### src/rtl/pe_tx_nic.sv
// pe_tx_nic: PE-side transmit interface for one cardinal_router mesh node.
// Queues (destination, payload) requests from the local PE. For each queued
// request it builds the mesh header and injects the flit into the router's
// PE input port with the pe_ri/pe_si handshake.
// Ports:
//   clk, reset          clock, asynchronous active-low reset
//   req_valid/ready     PE request handshake
//   req_dst/payload     destination linear index, 32-bit payload
//   pe_ri, pe_polarity  router ready and current VC polarity
//   pe_si, pe_di        one-cycle send strobe and the held flit
//   tx_count            saturating count of injected flits
//   err_self/err_range  one-cycle pulses for dropped requests
module pe_tx_nic #(
    parameter int ROWS       = 4,
    parameter int COLS       = 4,
    parameter int DATA_W     = 64,
    parameter int NODE_ID    = 0,
    parameter int FIFO_DEPTH = 4
) (
    input  logic              clk,
    input  logic              reset,
    input  logic              req_valid,
    output logic              req_ready,
    input  logic [7:0]        req_dst,
    input  logic [31:0]       req_payload,
    input  logic              pe_ri,
    input  logic              pe_polarity,
    output logic              pe_si,
    output logic [DATA_W-1:0] pe_di,
    output logic [15:0]       tx_count,
    output logic              err_self,
    output logic              err_range
);

    localparam int PTR_W = $clog2(FIFO_DEPTH);
    localparam int CNT_W = PTR_W + 1;
    localparam logic [8:0] NODES = 9'(ROWS * COLS);
    localparam logic [7:0] SELF  = 8'(NODE_ID);
    localparam logic [7:0] COLS8 = 8'(COLS);
    localparam logic [7:0] SX    = 8'(NODE_ID % COLS);
    localparam logic [7:0] SY    = 8'(NODE_ID / COLS);

    typedef enum logic [1:0] {
        IDLE,
        SEND,
        GAP
    } state_t;

    state_t state, state_next;

    logic [7:0]       dst_mem [FIFO_DEPTH];
    logic [31:0]      pay_mem [FIFO_DEPTH];
    logic [PTR_W-1:0] wr_ptr, rd_ptr;
    logic [CNT_W-1:0] count;

    logic fifo_full, fifo_empty;
    logic accept, dst_self, dst_range, push, inject;

    logic [7:0]  head_dst, dx, dy;
    logic [63:0] header;

    // Unary-ish hop field: magnitudes 0..3 map to 0,1,2,4; anything further saturates to 8.
    function automatic logic [3:0] hop(input logic [7:0] a, input logic [7:0] b);
        logic [7:0] d;
        d = (a > b) ? a - b : b - a;
        case (d)
            8'd0:    hop = 4'b0000;
            8'd1:    hop = 4'b0001;
            8'd2:    hop = 4'b0010;
            8'd3:    hop = 4'b0100;
            default: hop = 4'b1000;
        endcase
    endfunction

    assign fifo_full  = (count == CNT_W'(FIFO_DEPTH));
    assign fifo_empty = (count == '0);
    // Gated by the reset input so the PE never sees ready during reset.
    assign req_ready  = reset && !fifo_full;

    assign accept    = req_valid && req_ready;
    assign dst_self  = (req_dst == SELF);
    assign dst_range = ({1'b0, req_dst} >= NODES);
    assign push      = accept && !dst_self && !dst_range;

    assign head_dst = dst_mem[rd_ptr];
    assign dx       = head_dst % COLS8;
    assign dy       = head_dst / COLS8;
    assign header   = {1'b0, (dx < SX), (dy >= SY), 5'b0,
                       hop(dx, SX), hop(dy, SY), SX, SY, pay_mem[rd_ptr]};

    always_ff @(posedge clk or negedge reset) begin
        if (!reset) state <= IDLE;
        else        state <= state_next;
    end

    always_comb begin
        state_next = state;
        inject     = 1'b0;
        case (state)
            IDLE: begin
                if (!fifo_empty && pe_ri) begin
                    inject     = 1'b1;
                    state_next = SEND;
                end
            end
            SEND:    state_next = GAP;
            GAP:     state_next = IDLE;
            default: state_next = IDLE;
        endcase
    end

    always_ff @(posedge clk) begin
        if (push) begin
            dst_mem[wr_ptr] <= req_dst;
            pay_mem[wr_ptr] <= req_payload;
        end
    end

    always_ff @(posedge clk or negedge reset) begin
        if (!reset) begin
            wr_ptr    <= '0;
            rd_ptr    <= '0;
            count     <= '0;
            pe_si     <= 1'b0;
            pe_di     <= '0;
            tx_count  <= '0;
            err_self  <= 1'b0;
            err_range <= 1'b0;
        end else begin
            err_self  <= accept && dst_self;
            err_range <= accept && dst_range;
            pe_si     <= inject;
            if (push) wr_ptr <= wr_ptr + PTR_W'(1);
            if (inject) begin
                rd_ptr <= rd_ptr + PTR_W'(1);
                pe_di  <= {pe_polarity, header[62:0]};
                if (tx_count != 16'hFFFF) tx_count <= tx_count + 16'd1;
            end
            case ({push, inject})
                2'b10:   count <= count + CNT_W'(1);
                2'b01:   count <= count - CNT_W'(1);
                default: count <= count;
            endcase
        end
    end

endmodule

### config.mk
export PLATFORM = sky130hd
export DESIGN_NAME = pe_tx_nic
export DESIGN_NICKNAME = d
export VERILOG_FILES = /design/src/rtl/pe_tx_nic.sv
export SDC_FILE = /design/constraint.sdc
export NUM_CORES = 1
export LEC_CHECK = 0
export CAP_MARGIN = 20
export CORE_MARGIN = 10
export CORE_UTILIZATION = 45
export DETAILED_ROUTE_END_ITERATION = 10
export GPL_TIMING_DRIVEN = 0
export PLACE_DENSITY = 0.68
export SLEW_MARGIN = 10
export SYNTH_ARGS = -nofsm -noshare
export SYNTH_HDL_FRONTEND = slang
export SYNTH_SLANG_ARGS = --single-unit
### constraint.sdc
create_clock -name clk -period 5.1 [get_ports clk]
set_input_delay 1.02 -clock clk [delete_from_list [all_inputs] [get_ports clk]]
set_output_delay 1.02 -clock clk [all_outputs]
set_load 0.1 [all_outputs]
======== After elaboration in Yosys (flattened, before gate mapping) ========
Memory sizes are Yosys's and may differ from the RTL's. A register that Yosys moved wholly into a read port is not among the register bits.
Cells that the tools add are included.
cells by class
  add/sub/neg operators ................... 7
  equality and inequality tests ........... 12
  reductions and logical operators ........ 19
  $lt $le $gt $ge ......................... 5
  multiplexer cells ....................... 11
operator list
  cell                                                           count
  == test 8 x 2 -> 1 bit, second input constant                  4
  one-hot mux 4 bit (4 select lines)                             2
  zero test 8 bit                                                3
  adder 16 x 1 -> 16 bit, second input constant                  1
  == test 8 x 1 -> 1 bit, second input constant                  2
  2-to-1 mux 8 bit                                               2
  inequality test 16 bit, second input constant                  1
  >= comparator 8 x 5 -> 1 bit, second input constant            1
  logical AND 1 bit                                              7
  subtractor 1 x 6 -> 7 bit, first input constant                1
  >= comparator 6 x 1 -> 1 bit, second input constant            1
  greater-than comparator 6 x 1 -> 1 bit, second input constant  1
  one-hot mux 3 bit (2 select lines)                             1
  zero test 1 bit                                                5
  adder 2 x 1 -> 2 bit, second input constant                    2
  == test 2 x 1 -> 1 bit, second input constant                  2
  2-to-1 mux 1 bit                                               4
  one-hot mux 2 bit (2 select lines)                             1
  adder 3 x 1 -> 3 bit, second input constant                    1
  == test 3 bit, second input constant                           1
  zero test 3 bit                                                1
  subtractor 1 x 2 -> 3 bit, first input constant                1
  subtractor 3 x 1 -> 3 bit, second input constant               1
  == test 2 bit, second input constant                           1
  other kinds (7)                                                7
word-level totals
  bits of input ports ..................... 45
  memory bits (writable) .................. 160
  word-level logic and storage cells ...... 65
  memories ................................ 2
  register bits after elaboration ......... 71
memory list
  name     depth  bits a word  read ports  clocked after Yosys merged registers in  write ports  line  text
  pay_mem  4      32           1           1                                        1            52    logic [31:0] pay_mem [FIFO_DEPTH];
  dst_mem  4      8            1           0                                        1            51    logic [7:0] dst_mem [FIFO_DEPTH];

======== Depth between registers and ports, before layout ========
  depth in word-level cells ............... 8
  mapped depth ............................ 11
  gate-level depth less buffers ........... 10

======== Worst setup path after synthesis ========
Ideal clock, no wire load.
  path kind ............................... in2reg
  start ................................... input port reset
  end ..................................... memory dst_mem[0][0], enable pin
  setup time .............................. 0.401 ns
  arrival ................................. 4.209 ns
  buffers on the path ..................... 1
  setup slack ............................. 0.489 ns
  stages on the path ...................... 5
  data required time ...................... 4.699 ns
  path through ............................ inv_1 > a31oi_1 > and4b_1 > buf_2 > and2_1
on the way
  word-level cells in the longest chain between the ends .. 6
ends and longest elaborated chain
  element                                 line  text
  start, declared                         21    input logic reset,
  logical AND 1 bit                       78    assign req_ready = reset && !fifo_full;
  via req_ready                           23    output logic req_ready,
  logical AND 1 bit                       80    assign accept = req_valid && req_ready;
  logical AND 1 bit (2 in series)         83    assign push = accept && !dst_self && !dst_range;
  2-to-1 mux 1 bit                        113   if (push) begin
  2-to-1 mux 1 bit (implied by the code)  114   dst_mem[wr_ptr] <= req_dst;
  end, declared                           51
The timed path passes the listed nets, and every way through them passes these cells.

======== Final worst setup path ========
  start ................................... input port reset
  end ..................................... output port req_ready
on the way
  word-level cells in the longest chain between the ends .. 1
ends and longest elaborated chain
  element            line
  logical AND 1 bit  78
  end, declared      23
Every way passes these cells.

==> run metrics <==
status=finished, final reports clean; Total Power=0.00686 W; Pwr per Cell Area=606 nW/um^2; Die Area=25900 sq um; Die X=161 microns; max_cap viols=0; max-slew violation total from the final report=0; CP max-delay cell=clkdlybuf4s50_1; Largest delay share family, worst path=buffers and inverters; compound-gate portion of the synthesized area=1.22%; Nets=747; DPL Wire Length=12700 microns; R2R setup slack=2.51 ns; Longest Clk Path Bufs=3; Peak supply drop=0.476 mV; Synth Flop Type=edfxtp_1; final setup vio count=0; CP Buf/Inv Count=4; post-synth cell types=45; CTS buffer count=24; WS Path Type=input port to primary output; num ports=129; fraction of registers with async set/reset=30.4%; Post-CTS Hold Fix Bufs=0; Vias/cell=5.00; crit-path max cell delay=1.22 ns; Routed WL=18600 microns; Die Ht=161 microns; CP Capture Type=primary output; Synth Register Bits=230; global router's overall resource usage=14.1%; Ys Warns=0; syn avg cell area=16.6 sq um; worst-path maximum fanout=42; final non-filler cell total=978; Syn Inst Count=537; mux share of post-synthesis cell area=9.61%; Synth Area in Adders=1.07%; Achievable Freq=0.231 GHz; Final GP Congestion=0.810; final setup margin=0.769 ns; reg2reg start=state[1]; FP Rows=51; CTS clk-pin slew, worst paths=0.06 ns; Final Hold Viols=0; crit path DAT=3.31 ns; setup TNS=0 ns; Post-CTS Repair Setup Buffers=0; Clock Skews=0.0209 ns; number of global-route vias before repair=5284; # clock sinks=230; CTS root buffer=clkbuf_16; later-pin clock latency in the skew report=0.52 ns; unrepaired setup endpoints after global routing=false; Layout area overhead=26.9%; leakage=4.41 nW; GRT overflow=0; post-cts sizing count=0; DP Worst Slack=0.711 ns; Routed Antenna Nets=0; Placed Instances=934; post-DR wirelength/cell=19.0 microns; first-pass GRT wire length=29500 microns; Final min period=4.33 ns; Post-Synth XOR/XNOR Area=2.06%; largest net degree at the start of global routing=43; share of cells above drive strength 1=18.9%; worst-margin pin slew=1.06 ns; drt initial violations=393; area fraction in and, or, nand and nor cells after synthesis=8.95%; core footprint=19500 sq um; CTS tree=built; Tightest Hold Check Type=input port to async pin; Final Cycle Share=84.9%; worst r2r dst=count[2]; Inserted Diodes=0; DRT Pass-1 Iters=5; Max-slew headroom=28.9%; initial antenna violation count=2; routed via count=4887; worst path cell trace=buf_4 -> buf_16 -> inv_1 -> a31oi_1 -> clkdlybuf4s50_1; initial core utilization=45.8%; sequential-to-total area share from yosys stat=73.5%; largest family of logic cells by synthesized area=multiplexers; htree depth=1; Post-synth EDFFs=160; Worst R2R Path Depth=10; Port Buf Inserts=106; Remaining DRCs=0; Data required, critical path=4.08 ns; Netlist Area Pre-Place=8920 sq um; CP Launch Type=input port
state kept, by name, summed over array words and instances (netlist names):
name       count
pay_mem      128
pe_di         42
dst_mem       32
tx_count      16
count          3
rd_ptr         2
state          2
wr_ptr         2
err_range      1
err_self       1
pe_si          1
power by group:
part | switching [W] | internal [W]
clock | 0.000679 | 0.00104
combinational | 0.00199 | 0.000792
sequential | 0.000147 | 0.00222
metrics by stage:
| step | utilization, % | cell area [sq um] | hold slack (ns) |
|---|---|---|---|
| 6_report | 58.2 | 11300 | 0.451 |
| 5_1_grt | 58.2 | 11300 | 0.464 |
| 4_1_cts | 58.2 | 11300 | 0.447 |
| 3_5_place_dp | 54.1 | 10500 | 0.449 |
| 3_3_place_gp | 53.4 | 10400 | 0.438 |
| 2_1_floorplan | - | 9000 | 0.423 |
worst reg2reg max path, stage by stage, from the launching register on:
cell	delay, ns
dfrtp_1	0.39
nor3b_2	0.25
nand2_1	0.11
inv_1	0.11
clkbuf_1	0.45
ha_1	0.30
inv_1	0.06
fa_1	0.37
xor2_1	0.17
nor2_1	0.12
xor2_1	0.18
routing by layer:
metal  GRT usage [%]  routed length, microns  vias to the layer above
met1            18.2                    7830                     2428
li1                -                       -                     2248
met3            5.01                    1740                       30
met5               0                       9                        -
met2            22.7                    8670                      179
met4            3.06                     318                        2
cell families after synthesis:
kind of cell / count (synthesis)
flip-flops: 230
AND/OR/NAND/NOR: 171
buffers and inverters: 52
multiplexers: 41
XOR/XNOR: 21
AO/OA/AOI/OAI: 14
adder cells (fa/ha/maj): 7
other: 1
placed cells by master (no fill, tap or decap), drive strengths merged, types with 2 or more instances in the layout:
master	netlist	layout
a211oi	4	4
and2	5	5
and3	2	2
and4	3	3
buf	41	47
bufinv	0	2
clkbuf	1	35
clkdlybuf4s50	0	105
clkinv	0	8
conb	1	22
dfrtp	70	70
edfxtp	160	160
ha	6	6
inv	10	10
mux2	4	4
mux2i	2	2
mux4	35	35
nand2	118	118
nand2b	2	2
nand3	7	7
nand3b	2	2
nand4	5	5
nor2	6	6
nor3	6	6
nor4	8	8
o21ai	2	2
o31ai	2	2
or4	2	2
xnor2	4	4
xor2	17	17
cell type report:
| cell class | instances | area, sq um |
|---|---|---|
| Sequential cell | 230 | 6560 |
| Multi-Input combinational cell | 276 | 2130 |
| Tap cell | 265 | 332 |
| Inverter | 10 | 37.5 |
| Timing Repair Buffer | 111 | 1190 |
| Buffer | 42 | 278 |
| Fill cell | 1503 | 8140 |
| Clock inverter | 10 | 110 |
| Clock buffer | 34 | 688 |
cells in the mapped netlist (3+ instances only):
library cell	number	area share [%]
nand4_1	3	0.21
mux4_2	35	8.8
a211oi_1	4	0.34
and4_1	3	0.29
inv_1	10	0.42
and2_1	5	0.35
dfrtp_1	70	20
buf_2	15	0.84
nor2_1	6	0.25
buf_4	25	2.1
nand3_1	7	0.39
nor4_1	7	0.49
xor2_1	17	1.7
mux2_2	3	0.38
nand2_1	118	5.0
edfxtp_1	160	54
nor3_1	5	0.28
xnor2_1	4	0.39
ha_1	6	0.84
worst max-delay path by stage:
stage / to / cells past startpoint / startpoint
finish: req_ready / 5 / reset
global route: req_ready / 5 / reset
CTS: req_ready / 5 / reset
detailed placement: req_ready / 5 / reset
global placement: pay_mem[0][26] / 6 / reset
floorplan: dst_mem[0][0] / 5 / reset
(Power assumes the default switching activity.)
